==> src/rtl/piso_serializer_if.sv <==
// Handshake bundle for the PISO serializer: word-side valid/ready/data in,
// bit-side valid/ready/out/last plus a busy flag.
// The slave modport is the serializer's view; master is its environment's.
interface piso_serializer_if #(
  parameter int N = 8
) ();
  logic         in_valid;
  logic         in_ready;
  logic [N-1:0] in_data;
  logic         ser_valid;
  logic         ser_ready;
  logic         ser_out;
  logic         ser_last;
  logic         busy;

  modport master (
    output in_valid, in_data, ser_ready,
    input  in_ready, ser_valid, ser_out, ser_last, busy
  );

  modport slave (
    input  in_valid, in_data, ser_ready,
    output in_ready, ser_valid, ser_out, ser_last, busy
  );
endinterface

==> src/rtl/piso_serializer.sv <==
// Parallel-in, serial-out serializer. Takes an N-bit word on a valid/ready
// handshake and emits it one bit per cycle on a valid/ready serial port,
// MSB-first or LSB-first. A new word may be accepted on the same edge that
// ends the last bit of the current one, so consecutive words stream gap-free.
module piso_serializer #(
  parameter int N         = 8,
  parameter bit MSB_FIRST = 1'b1
) (
  input  logic               clk,
  input  logic               rst,
  piso_serializer_if.slave   bus
);

  localparam int             CW       = $clog2(N);
  localparam logic [CW-1:0]  CNT_LAST = CW'(N - 1);
  localparam int             OUT_BIT  = MSB_FIRST ? N - 1 : 0;

  typedef enum logic {
    IDLE  = 1'b0,
    SHIFT = 1'b1
  } state_t;

  state_t        state_reg;
  logic [N-1:0]  sh_reg;
  logic [N-1:0]  sh_next;
  logic [CW-1:0] cnt_reg;

  logic at_last;
  logic accept;
  logic xfer;

  // The word in flight is on its final bit.
  assign at_last = (state_reg == SHIFT) && (cnt_reg == CNT_LAST);

  // Ready when empty, or when the final bit is leaving this very edge.
  // Held low during reset so a word offered alongside reset is never taken.
  assign bus.in_ready = !rst && ((state_reg == IDLE) || (at_last && bus.ser_ready));

  assign accept = bus.in_valid && bus.in_ready;
  assign xfer   = (state_reg == SHIFT) && bus.ser_ready;

  // One-position shift toward the output end, zero-filled at the far end.
  for (genvar gi = 0; gi < N; gi++) begin : g_shift
    if (MSB_FIRST) begin : g_msb
      if (gi == 0) begin : g_fill
        assign sh_next[gi] = 1'b0;
      end else begin : g_move
        assign sh_next[gi] = sh_reg[gi-1];
      end
    end else begin : g_lsb
      if (gi == N - 1) begin : g_fill
        assign sh_next[gi] = 1'b0;
      end else begin : g_move
        assign sh_next[gi] = sh_reg[gi+1];
      end
    end
  end

  // Control FSM and shift register. A new accept overrides the retirement of
  // the word finishing on the same edge, which keeps the stream contiguous.
  always_ff @(posedge clk) begin
    if (rst) begin
      state_reg <= IDLE;
      sh_reg    <= '0;
      cnt_reg   <= '0;
    end else if (accept) begin
      state_reg <= SHIFT;
      sh_reg    <= bus.in_data;
      cnt_reg   <= '0;
    end else if (xfer) begin
      if (cnt_reg != CNT_LAST) begin
        cnt_reg <= cnt_reg + CW'(1);
        sh_reg  <= sh_next;
      end else begin
        state_reg <= IDLE;
      end
    end
  end

  // All serial-side outputs come straight from registered state, so they are
  // stable across a stall; the data bit is forced to 0 whenever idle.
  assign bus.ser_valid = (state_reg == SHIFT);
  assign bus.busy      = (state_reg == SHIFT);
  assign bus.ser_last  = at_last;
  assign bus.ser_out   = (state_reg == SHIFT) && sh_reg[OUT_BIT];

endmodule

==> src/flat_wrapper.sv <==
// flat-port wrapper written by rule: the top's interface ports become plain ports
module piso_serializer_flat 
#(
  parameter int N         = 8,
  parameter bit MSB_FIRST = 1'b1
)
  (clk, rst, bus_in_valid, bus_in_data, bus_ser_ready, bus_in_ready, bus_ser_valid, bus_ser_out, bus_ser_last, bus_busy);
  piso_serializer_if #(.N(N)) bus_i ();
  input  logic clk;
  input  logic rst;
  input wire logic [$bits(bus_i.in_valid)-1:0] bus_in_valid;
  input wire logic [$bits(bus_i.in_data)-1:0] bus_in_data;
  input wire logic [$bits(bus_i.ser_ready)-1:0] bus_ser_ready;
  output wire logic [$bits(bus_i.in_ready)-1:0] bus_in_ready;
  output wire logic [$bits(bus_i.ser_valid)-1:0] bus_ser_valid;
  output wire logic [$bits(bus_i.ser_out)-1:0] bus_ser_out;
  output wire logic [$bits(bus_i.ser_last)-1:0] bus_ser_last;
  output wire logic [$bits(bus_i.busy)-1:0] bus_busy;
  assign bus_i.in_valid = bus_in_valid;
  assign bus_i.in_data = bus_in_data;
  assign bus_i.ser_ready = bus_ser_ready;
  assign bus_in_ready = bus_i.in_ready;
  assign bus_ser_valid = bus_i.ser_valid;
  assign bus_ser_out = bus_i.ser_out;
  assign bus_ser_last = bus_i.ser_last;
  assign bus_busy = bus_i.busy;
  piso_serializer #(.N(N), .MSB_FIRST(MSB_FIRST)) u_core (.clk(clk), .rst(rst), .bus(bus_i));
endmodule
==> config.mk <==
export PLATFORM = sky130hd
export DESIGN_NAME = piso_serializer_flat
export DESIGN_NICKNAME = d
export VERILOG_FILES = /design/src/rtl/piso_serializer_if.sv /design/src/rtl/piso_serializer.sv /design/src/flat_wrapper.sv
export SDC_FILE = /design/constraint.sdc
export NUM_CORES = 1
export LEC_CHECK = 0
export BUFFER_PORTS_ARGS = -buffer_cell sky130_fd_sc_hd__buf_2
export CAP_MARGIN = 10
export CORE_MARGIN = 2
export CORE_UTILIZATION = 45
export CTS_CLUSTER_DIAMETER = 40
export DETAILED_ROUTE_END_ITERATION = 8
export HOLD_SLACK_MARGIN = 0.1
export PLACE_DENSITY = 0.7
export RECOVER_POWER = 100
export SETUP_SLACK_MARGIN = 0.05
export SYNTH_ARGS = -nofsm -noshare
export SYNTH_HDL_FRONTEND = slang
export SYNTH_SLANG_ARGS = --single-unit
==> constraint.sdc <==
create_clock -name clk -period 3 [get_ports clk]
set_input_delay 0.6 -clock clk [delete_from_list [all_inputs] [get_ports clk]]
set_output_delay 0.6 -clock clk [all_outputs]
set_load 0.02 [all_outputs]
---- Word-level counts from Yosys, hierarchy flattened ----
Cells that the tools add are included.
storage, ports and cells
  register bits ........................... 12
  bits in latches ......................... 0
  bits in writable memories ............... 0
  memory bits (read-only) ................. 0
  bits of input ports ..................... 12
  output and inout bits ................... 5
  word-level logic and storage cells ...... 28
  memories kept ........................... 0
cells by class
  add/subtract/negate cells ............... 1
  $mul .................................... 0
  divide/modulo/power cells ............... 0
  magnitude comparators ................... 0
  equal/unequal tests ..................... 3
  shift operators ......................... 0
  mux-type cells .......................... 6
  bitwise operators ....................... 1
  reduce and logical (&&, ||, !) cells .... 14
operators with widths
  cell                                                              number
  8-bit 2-to-1 mux                                                  3
  1-bit logical AND                                                 6
  2-bit AND reduction                                               3
  2-bit nonzero test                                                2
  3-bit by 1-bit adder with 3-bit output (second input constant)    1
  3-bit == test (second input constant)                             1
  1-bit 2-to-1 mux                                                  3
  3-bit != test (second input constant)                             1
  2-bit by 1-bit != test with 1-bit output (second input constant)  1
  2-bit OR reduction                                                1
  1-bit logical NOT                                                 1
  1-bit logical OR                                                  1
  1-bit NOT                                                         1

---- Depth between registers and ports, before layout ----
Gate-level depths: netlist of the first run.
  depth in word-level cells ............... 8
  depth in mapped cells ................... 6
  gate-level depth less buffers ........... 5

---- Least setup slack after synthesis of the first run ----
No wires, ideal clock.
  path kind ............................... register to output
  start point ............................. register u_core.cnt_reg[0]
  end point ............................... output bus_in_ready
  arrival time ............................ 1200 ps
  data required time ...................... 2400 ps
  path slack .............................. 1200 ps
  stages on the path, launching flop included .. 6
  buffers on the path ..................... 1
  cell sequence ........................... dfxtp_1 -> ha_1 -> ha_1 -> a21boi_4 -> buf_4 -> nor2_1
between the ends
  cells in the longest elaborated chain, start to end .. 5
ends and longest elaborated chain
  what                    line                   source
  from (decl)             piso_serializer.sv:26  logic [CW-1:0] cnt_reg;
  from (signal assigned)  piso_serializer.sv:72  cnt_reg <= cnt_reg + CW'(1);
  3-bit == test           piso_serializer.sv:33  assign at_last = (state_reg == SHIFT) && (cnt_reg == CNT_LAST);
  1-bit logical AND       piso_serializer.sv:33
  1-bit logical AND       piso_serializer.sv:37  assign bus.in_ready = !rst && ((state_reg == IDLE) || (at_last && bus.ser_ready));
  1-bit logical OR        piso_serializer.sv:37
  1-bit logical AND       piso_serializer.sv:37
  to (decl)               flat_wrapper.sv:14     output wire logic [$bits(bus_i.in_ready)-1:0] bus_in_ready;
Every way passes these cells.

---- Worst setup path in the final report of the first run ----
Same ends and word-level chain as after synthesis.

==> results of run 1 <==
## stage by stage
stage                     utilization  hold WS [ps]  instances  setup slack (ps)  total power [uW]
after floorplan                     -         448.7         68              1200             217.4
after global placement         0.5204         477.4         93              1121             228.5
after detailed placement       0.5204         480.7         93              1114             229.0
after CTS                      0.5480         494.9         97             795.8             354.8
after global routing           0.5252         508.6         97             719.9             363.1
final                          0.5252         488.9         97             781.1             350.1
## tightest hold or removal path: cells and delay by family, from the launching register on
kind	cells	cell delay, ps
AO/OA/AOI/OAI	1	70
AND/OR/NAND/NOR	1	50
flip-flops	1	310
## placed cells by master (no fill, tap or decap)
cell type and n:
nand2_1 14, buf_2 12, dfxtp_1 12, nor3_1 10
a311oi_1 7, nor2_1 4, clkbuf_1 4, clkbuf_4 3
mux2i_1 2, ha_1 2, a21boi_4 1, and2_0 1
and2_1 1, nand2b_4 1, and3b_1 1, xnor2_1 1
or2_1 1, nand3b_1 1, or3b_1 1, o211ai_1 1
a21oi_1 1, clkbuf_8 1
## path summary, 6_finish.rpt
kind	slack, ps	depth (start not counted)	endpoint
worst max-delay path	780	5	bus_in_ready
worst min register to register	490	2	u_core.sh_reg[5]
worst max register to register	1270	5	u_core.sh_reg[3]
worst min-delay path	490	2	u_core.sh_reg[5]
## Yosys cell counts (2+ instances only)
library cell	count	area (sq um)
nand2_1	14	52.55
dfxtp_1	12	240.2
nor3_1	10	50.05
a311oi_2	4	60.06
nor2_1	4	15.01
a311oi_1	3	26.28
buf_4	3	22.52
and2_1	2	12.51
buf_6	2	22.52
ha_1	2	25.02
mux2i_1	2	20.02
## report_power, final
part / leakage (uW) / internal [uW] / switching [uW]
Clock: 0.0000210 / 73.8 / 55.0
Sequential: 0.0000983 / 168 / 5.52
Combinational: 0.000153 / 19.2 / 28.3
Total: 0.000272 / 261 / 88.8
## routing by layer
metal / part of all wire / GRT usage
met1: 0.48 / 0.1973
met2: 0.46 / 0.2406
met3: 0.043 / 0.03043
met4: 0.020 / 0.05806
met5: 0 / 0
## kinds of logic after synthesis
family	share of synthesized area
xor gates and xnor gates	0.01378
AOI/OAI and AO/OA	0.1851
muxes	0.03150
buffers and inverters	0.07676
and+or+nand+nor	0.2756
DFF	0.3780
adders and majority gates	0.03936
## layout make-up
class,instances,area (sq um),share of cell area
repair buffers,16,75.07,0.1085
multi-input cells,50,321.6,0.4647
well taps,15,18.77,0.02712
clock buffers,4,36.28,0.05244
flip-flops and latches,12,240.2,0.3472
==> reports/metrics.yaml, run 1 <==
outcome:
  status: "finished, final reports clean"
clocking:
  cts_tree: "done"
  clkSinkCount: 12
  cts.clk_slew.worst_paths_ps: 80
  postCtsSetupBuffers: 0
  cts_hold_buffers: 0
  root_buffer: "clkbuf_4"
  clk_latency_ps: 270
  max-clock-path-buffers: 2
  cts-resized-gates: 0
  cts_buffers: 3
  h-tree-depth: 1
route:
  postRouteAntennaNets: 0
  drt_iter0_drc: 2
  vias: 513
  wirelength_mm: 1.229
  viasPerCell: 5.289
  route.detailed.drc: 0
  wl_per_cell_um: 12.67
  drt_first_pass_iters: 2
worst_setup_path:
  critPathBufInv: 1
  path_cells: "ha_1 > ha_1 > a21boi_4 > nor2_1 > clkbuf_1"
  cpMostUsedCell: "ha_1"
  crit_start: "u_core.cnt_reg[0]"
  endpoint_kind: "primary output"
  worstPathArrival_ps: 1620
  crit_type: "flip-flop to primary output"
  cpPeakStageDelay_ps: 340
  required_ps: 2400
  reg2reg_from: "u_core.cnt_reg[0]"
  slowest_stage: "a21boi_4"
  startpoint_type: "flip-flop"
  path_delay_family: "adder cells"
  cp_max_fo: 13
logic_synthesis:
  ys_seq_area_frac: 0.3780
  synth_edf_count: 0
  syn_area_per_cell_sq_um: 9.347
  ys_warn_count: 0
  synth-main-ff-cell: "dfxtp_1"
  async_flop_share: 0
  syn_area_sq_um: 635.6
  ys_types: 21
  synth_nets: 82
  synthCells: 68
  synth_seq_cells: 12
final_layout:
  design_area_sq_um: 691.9
  largest_reg_flops: 8
  drive_gt1_frac: 0.2195
  syn_to_final_growth_pct: 8.858
  diodes: 0
  nFillCells: 141
  final_nets: 97
global_routing:
  grt_pass1_vias: 459
  track_usage: 0.1502
  grt_max_degree: 15
  grt_pass1_wl_mm: 2.035
  antenna_found_initial: 0
  grt_overflow_total: 0
timing:
  setup_tns_ps: 0
  finClkSkew_ps: 5.936
  timing.final.crit_share: 0.7396
  timing.final.max_slew_violations: 0
  setup_violations: 0
  period_needed_ps: 2219
  finalHoldViolCount: 0
  relSlewSlack: 0.7252
  fmaxAchievable_mhz: 450.7
  rsz0062_at_grt: "no"
  worstMarginPinSlew_ps: 412.2
placed_design:
  hpwl_um: 848.3
  gp_congestion: 0.6672
  portBuffers: 16
  dpl_cell_area_sq_um: 685.7
power_and_ir_drop:
  ir_drop_v: 0.0002831
  leakage_uw: 0.0002721
  powerDensity_mw_per_mm2: 506.0
floorplanning:
  die_w_um: 41.58
  io_pins: 17
  die_y_um: 41.58
  start_util: 0.4824
  coreArea_sq_mm: 0.001318
  rows: 13
  dieArea_sq_mm: 0.001729
min_path:
  min-delay-path-class: "flip-flop to flip-flop"
  min_from: "u_core.sh_reg[5]"
flow_run:
  max-cap-violations: 0
No activity file was read; power rests on OpenSTA's default activity.
==> inputs of run 2 (changes only) <==
--- a/config.mk
+++ b/config.mk
@@ -5,6 +5,7 @@
 export SDC_FILE = /design/constraint.sdc
 export NUM_CORES = 1
 export LEC_CHECK = 0
+export ABC_AREA = 1
 export BUFFER_PORTS_ARGS = -buffer_cell sky130_fd_sc_hd__buf_2
 export CAP_MARGIN = 10
 export CORE_MARGIN = 2
@@ -12,7 +13,7 @@
 export CTS_CLUSTER_DIAMETER = 40
 export DETAILED_ROUTE_END_ITERATION = 8
 export HOLD_SLACK_MARGIN = 0.1
-export PLACE_DENSITY = 0.7
+export PLACE_DENSITY = 0.68
 export RECOVER_POWER = 100
 export SETUP_SLACK_MARGIN = 0.05
 export SYNTH_ARGS = -nofsm -noshare
==> constraint.sdc (replaced) <==
create_clock -name clk -period 2.2 [get_ports clk]
set_input_delay 0.44 -clock clk [delete_from_list [all_inputs] [get_ports clk]]
set_output_delay 0.44 -clock clk [all_outputs]
set_load 0.02 [all_outputs]
==> run 2 against run 1 <==
  * Wire length rose by 23%
  * Power up 43%
  * Sequential power up 39%
  * Core utilization shrank 2.8 points
  * Worst hold slack worse by 53 ps
  * Design area increased by 21%
  * Clock power up 36%
  * Cell count grew 32%
  * Sequential share of layout area decreased by 6.1 points
  * First-iteration DRC count grew 50%
  * Setup slack lost 480 ps
  * Register-to-register slack lost 880 ps
  * Critical path type unchanged
==> reports/metrics.yaml, run 2 <==
floorplanning:
  die_w_um: 45.99
  die_y_um: 45.99
  start_util: 0.4696
  io_pins: 17
  dieArea_sq_mm: 0.002115
  coreArea_sq_mm: 0.001689
  rows: 15
clocking:
  cts_tree: "done"
  h-tree-depth: 1
  max-clock-path-buffers: 2
  clkSinkCount: 12
  cts.clk_slew.worst_paths_ps: 80
  cts_buffers: 3
  root_buffer: "clkbuf_4"
  postCtsSetupBuffers: 0
  cts-resized-gates: 0
  cts_hold_buffers: 0
  clk_latency_ps: 280
worst_setup_path:
  cp_max_fo: 3
  startpoint_type: "flip-flop"
  reg2reg_depth: 7
  worstPathArrival_ps: 1460
  required_ps: 1760
  endpoint_kind: "primary output"
  crit_type: "flip-flop to primary output"
timing:
  period_needed_ps: 1903
  finalHoldViolCount: 0
  fmaxAchievable_mhz: 525.5
  timing.final.crit_share: 0.8650
  setup_tns_ps: 0
  setup_violations: 0
  worstMarginPinSlew_ps: 486.1
  hold_ws_ps: 435.7
  timing.final.max_slew_violations: 0
  finClkSkew_ps: 12.85
  rsz0062_at_grt: "no"
  relSlewSlack: 0.6755
placed_design:
  hpwl_mm: 1.069
  place_inst: 124
  portBuffers: 16
  gp_congestion: 0.7445
  dpl_cell_area_sq_um: 825.8
logic_synthesis:
  async_flop_share: 0
  synth_nets: 113
  synth.largest_area_cell: "dfxtp_1"
  synth_seq_cells: 12
  syn_area_per_cell_sq_um: 8.013
  synth_top_area_share: 0.3028
  synth_common_cells: "nand2_1 (19), nand4_1 (14), dfxtp_1 (12)"
  ys_seq_area_frac: 0.3028
  synthCells: 99
  syn_area_sq_um: 793.3
  synth_edf_count: 0
  synth-main-ff-cell: "dfxtp_1"
  synth_most_common_cell: "nand2_1"
  ys_types: 21
  synth_area_leaders: "dfxtp_1 (30%), nand3_2 (11%), nand4_1 (11%)"
  ys_warn_count: 0
final_layout:
  mostFrequentLayoutCells: "nand2_1 (20), nand4_1 (14), inv_1 (12), dfxtp_1 (12), buf_2 (11)"
  instances_no_fill: 128
  mostFrequentLayoutCell: "nand2_1"
  syn_to_final_growth_pct: 5.836
  largest_reg_flops: 8
  design_area_sq_um: 839.6
  final_nets: 126
  nFillCells: 186
  drive_gt1_frac: 0.3063
  final_core_util: 0.4970
  diodes: 0
global_routing:
  grt_pass1_wl_mm: 2.346
  grt_max_degree: 20
  track_usage: 0.1559
  antenna_found_initial: 0
  grt_pass1_vias: 514
  grt_overflow_total: 0
power_and_ir_drop:
  leakage_uw: 0.0003922
  powerDensity_mw_per_mm2: 594.8
  ir_drop_v: 0.0002557
route:
  wl_per_cell_um: 11.84
  drt_first_pass_iters: 3
  drt_iter0_drc: 3
  viasPerCell: 5.211
  vias: 667
  route.detailed.drc: 0
  wirelength_mm: 1.515
  postRouteAntennaNets: 0
flow_run:
  max-cap-violations: 0
outcome:
  status: "finished, final reports clean"
min_path:
  min_path_cells: 3
  min-delay-path-class: "input port to flip-flop"
==> run 2: cell types whose count changed in the layout (fill, tap and decap cells not counted), sizes merged, moves of 2 or more <==
cell	delta
inv	+15
nand4	+14
nand3	+13
nor3	-10
a21oi	+9
a311oi	-7
nand2	+7
nor2	-3
and2	-2
mux2i	-2
o21ai	+2
==> run 2: per-layer routing <==
layer | vias to the layer above | wire length [um] | track usage
met2 | 15 | 670 | 0.2056
met5 | - | 0 | 0
li1 | 357 | - | -
met3 | 2 | 46 | 0.02381
met1 | 293 | 781 | 0.2346
met4 | 0 | 17 | 0.08571
==> run 2: worst max-delay path: stages (launching register included) <==
cell and delay, ps:
dfxtp_1 350, ha_1 150, ha_1 220, nand2_4 60
a21oi_1 160, clkbuf_1 250
==> run 2: final timing paths <==
| check | slack, ps | to | start |
|---|---|---|---|
| worst min-delay path | 440 | u_core.sh_reg[0] | bus_in_data[0] |
| worst max-delay path | 300 | bus_in_ready | u_core.cnt_reg[0] |
| worst max register to register | 390 | u_core.cnt_reg[1] | u_core.cnt_reg[0] |
| worst min register to register | 480 | u_core.sh_reg[5] | u_core.sh_reg[5] |
==> run 2: cell families after synthesis <==
family | synth area share
AND/OR/NAND/NOR | 0.3880
buffers and inverters | 0.1577
AO/OA/AOI/OAI | 0.1088
flip-flops | 0.3028
adder cells (fa/ha/maj) | 0.03154
XOR/XNOR | 0.01104
==> run 2: area by class of cell <==
type / instances / area (sq um) / area share
clock buffer: 4 / 36.28 / 0.04322
multi-input combinational: 64 / 411.6 / 0.4903
tap: 17 / 21.27 / 0.02534
inverter: 15 / 56.30 / 0.06706
sequential: 12 / 240.2 / 0.2861
timing repair buffer: 16 / 73.82 / 0.08793
==> run 2: metrics by stage <==
stage	setup WS (ps)	total power, uW
5_1_grt	155.3	525.8
2_1_floorplan	607.9	320.4
3_3_place_gp	583.4	331.5
4_1_cts	305.0	509.1
6_report	296.9	499.3
3_5_place_dp	498.1	333.9
==> run 2: where the power goes <==
part	switching, uW	leakage [uW]	total, uW	internal, uW
combinational	53.3	0.000273	82.3	29.1
sequential	12.7	0.0000982	242	230
clock	74.1	0.0000210	175	101
total	140	0.000392	499	359
==> inputs of run 3 (changes only) <==
==> constraint.sdc (replaced) <==
create_clock -name clk -period 2.45 [get_ports clk]
set_input_delay 0.49 -clock clk [delete_from_list [all_inputs] [get_ports clk]]
set_output_delay 0.49 -clock clk [all_outputs]
set_load 0.02 [all_outputs]
==> run 3 against run 2 <==
  * Die area is the same
  * Sequential power is 10% lower
  * Design area down 3.3%
  * Clock power decreased by 33%
  * Power fell by 18%
  * Critical path type unchanged
  * Largest cell class unchanged
  * Largest power group unchanged
==> reports/metrics.yaml, run 3 (synthesized netlist as in run 2, its figures left out) <==
outcome:
  status: "finished, final reports clean"
timing:
  relSlewSlack: 0.6535
  worstMarginPinSlew_ps: 519.0
  timing.final.crit_share: 0.8070
  finalHoldViolCount: 0
  setup_violations: 0
  rsz0062_at_grt: "no"
  timing.final.max_slew_violations: 0
  finClkSkew_ps: 5.020
  fmaxAchievable_mhz: 505.8
  period_needed_ps: 1977
  setup_tns_ps: 0
route:
  wirelength_mm: 1.480
  vias: 700
  route.detailed.drc: 0
  postRouteAntennaNets: 0
  drt_iter0_drc: 12
  wl_per_cell_um: 11.65
  viasPerCell: 5.512
  drt_first_pass_iters: 4
power_and_ir_drop:
  powerDensity_mw_per_mm2: 502.6
  ir_drop_v: 0.0001790
  power.share.sequential: 0.530
  switching_share: 0.2922
  p_sw_uw: 119.3
  finalPower_uw: 408.2
  power_frac_comb: 0.180
  pwr-share-clk: 0.289
  power.internal_uw: 288.9
  leakage_uw: 0.0003768
global_routing:
  grt_pass1_vias: 539
  grt_overflow_total: 0
  antenna_found_initial: 0
  grt_max_degree: 20
  track_usage: 0.1676
  grt_pass1_wl_mm: 2.525
final_layout:
  largest_reg_flops: 8
  drive_gt1_frac: 0.2636
  mostFrequentLayoutCells: "nand2_1 (19), nand4_1 (14), inv_1 (12), dfxtp_1 (12), buf_2 (11)"
  diodes: 0
  final_core_util: 0.4807
  final_nets: 126
  mostFrequentLayoutCell: "nand2_1"
  nFillCells: 202
  syn_to_final_growth_pct: 2.366
worst_setup_path:
  slowest_stage: "dfxtp_1"
  path_delay_family: "adder cells"
  required_ps: 1960
  reg2reg_depth: 7
  worstPathArrival_ps: 1490
  endpoint_kind: "primary output"
  crit_type: "flip-flop to primary output"
  cpMostUsedCell: "ha_1"
  path_cells: "ha_1 > ha_1 > nand2_4 > a21oi_1 > clkbuf_1"
  cp_max_fo: 3
  critPathBufInv: 1
  cp_num_cells: 5
  startpoint_type: "flip-flop"
  cpPeakStageDelay_ps: 350
clocking:
  cts-resized-gates: 0
  cts_hold_buffers: 0
  clkSinkCount: 12
  clk_latency_ps: 270
  h-tree-depth: 1
  postCtsSetupBuffers: 0
  cts.clk_slew.worst_paths_ps: 70
  root_buffer: "clkbuf_4"
  cts_tree: "done"
  max-clock-path-buffers: 2
  cts_buffers: 3
placed_design:
  portBuffers: 16
  gp_congestion: 0.7779
  hpwl_mm: 1.046
floorplanning:
  coreArea_sq_mm: 0.001689
  io_pins: 17
  die_y_um: 45.99
  start_util: 0.4696
  die_w_um: 45.99
  rows: 15
  dieArea_sq_mm: 0.002115
min_path:
  min-delay-path-class: "flip-flop to flip-flop"
  min_path_cells: 2
flow_run:
  max-cap-violations: 0
==> run 3: cell types whose count changed in the layout (fill, tap and decap cells not counted), sizes merged <==
cell	change
clkbuf	-1
clkinv	+1
inv	-1
==> run 3: cell type report <==
type | count | area (sq um) | area share
multi-input cells | 64 | 397.9 | 0.4900
repair buffers | 16 | 73.82 | 0.09091
clock buffers | 3 | 22.52 | 0.02773
well taps | 17 | 21.27 | 0.02619
inverters | 15 | 56.30 | 0.06934
flip-flops and latches | 12 | 240.2 | 0.2958
==> run 3: path summary, 6_finish.rpt <==
path	endpoint	slack [ps]	startpoint
max reg2reg	u_core.cnt_reg[1]	500	u_core.cnt_reg[0]
min reg2reg	u_core.sh_reg[2]	480	u_core.sh_reg[2]
max	bus_in_ready	470	u_core.cnt_reg[0]
min	u_core.sh_reg[2]	480	u_core.sh_reg[2]
==> run 3: stage by stage <==
| stage | instances | instance area, sq um | hold WS (ps) | worst slack (ps) |
|---|---|---|---|---|
| global placement | 124 | 825.8 | 470.7 | 823.2 |
| finish | 127 | 812.0 | 483.4 | 472.8 |
| floorplan | 99 | 793.3 | 451.4 | 807.9 |
| global route | 127 | 812.0 | 488.6 | 331.8 |
| detailed placement | 124 | 825.8 | 470.9 | 728.6 |
| CTS | 127 | 848.3 | 482.0 | 499.1 |
==> run 3: power by group through the flow <==
stage | clock network, uW | registers, uW | logic, uW
finish | 118 | 217 | 73.5
global route | 136 | 218 | 84.1
CTS | 122 | 217 | 77.4
detailed placement | 0 | 222 | 77.1
global placement | 0 | 222 | 76.5
floorplan | 0 | 219 | 68.6
==> run 3: metal layers <==
metal / track usage / vias to the layer above / share of wire
met3: 0.02381 / 2 / 0.057
met2: 0.2278 / 23 / 0.44
met5: 0 / - / 0
met4: 0.1029 / 0 / 0.017
met1: 0.2434 / 318 / 0.48
li1: - / 357 / -
==> run 3: worst min-delay path: cells and delay by family (launching register included) <==
family | cells | cell delay, ps
compound gates | 1 | 50
flops | 1 | 320
simple gates | 1 | 70
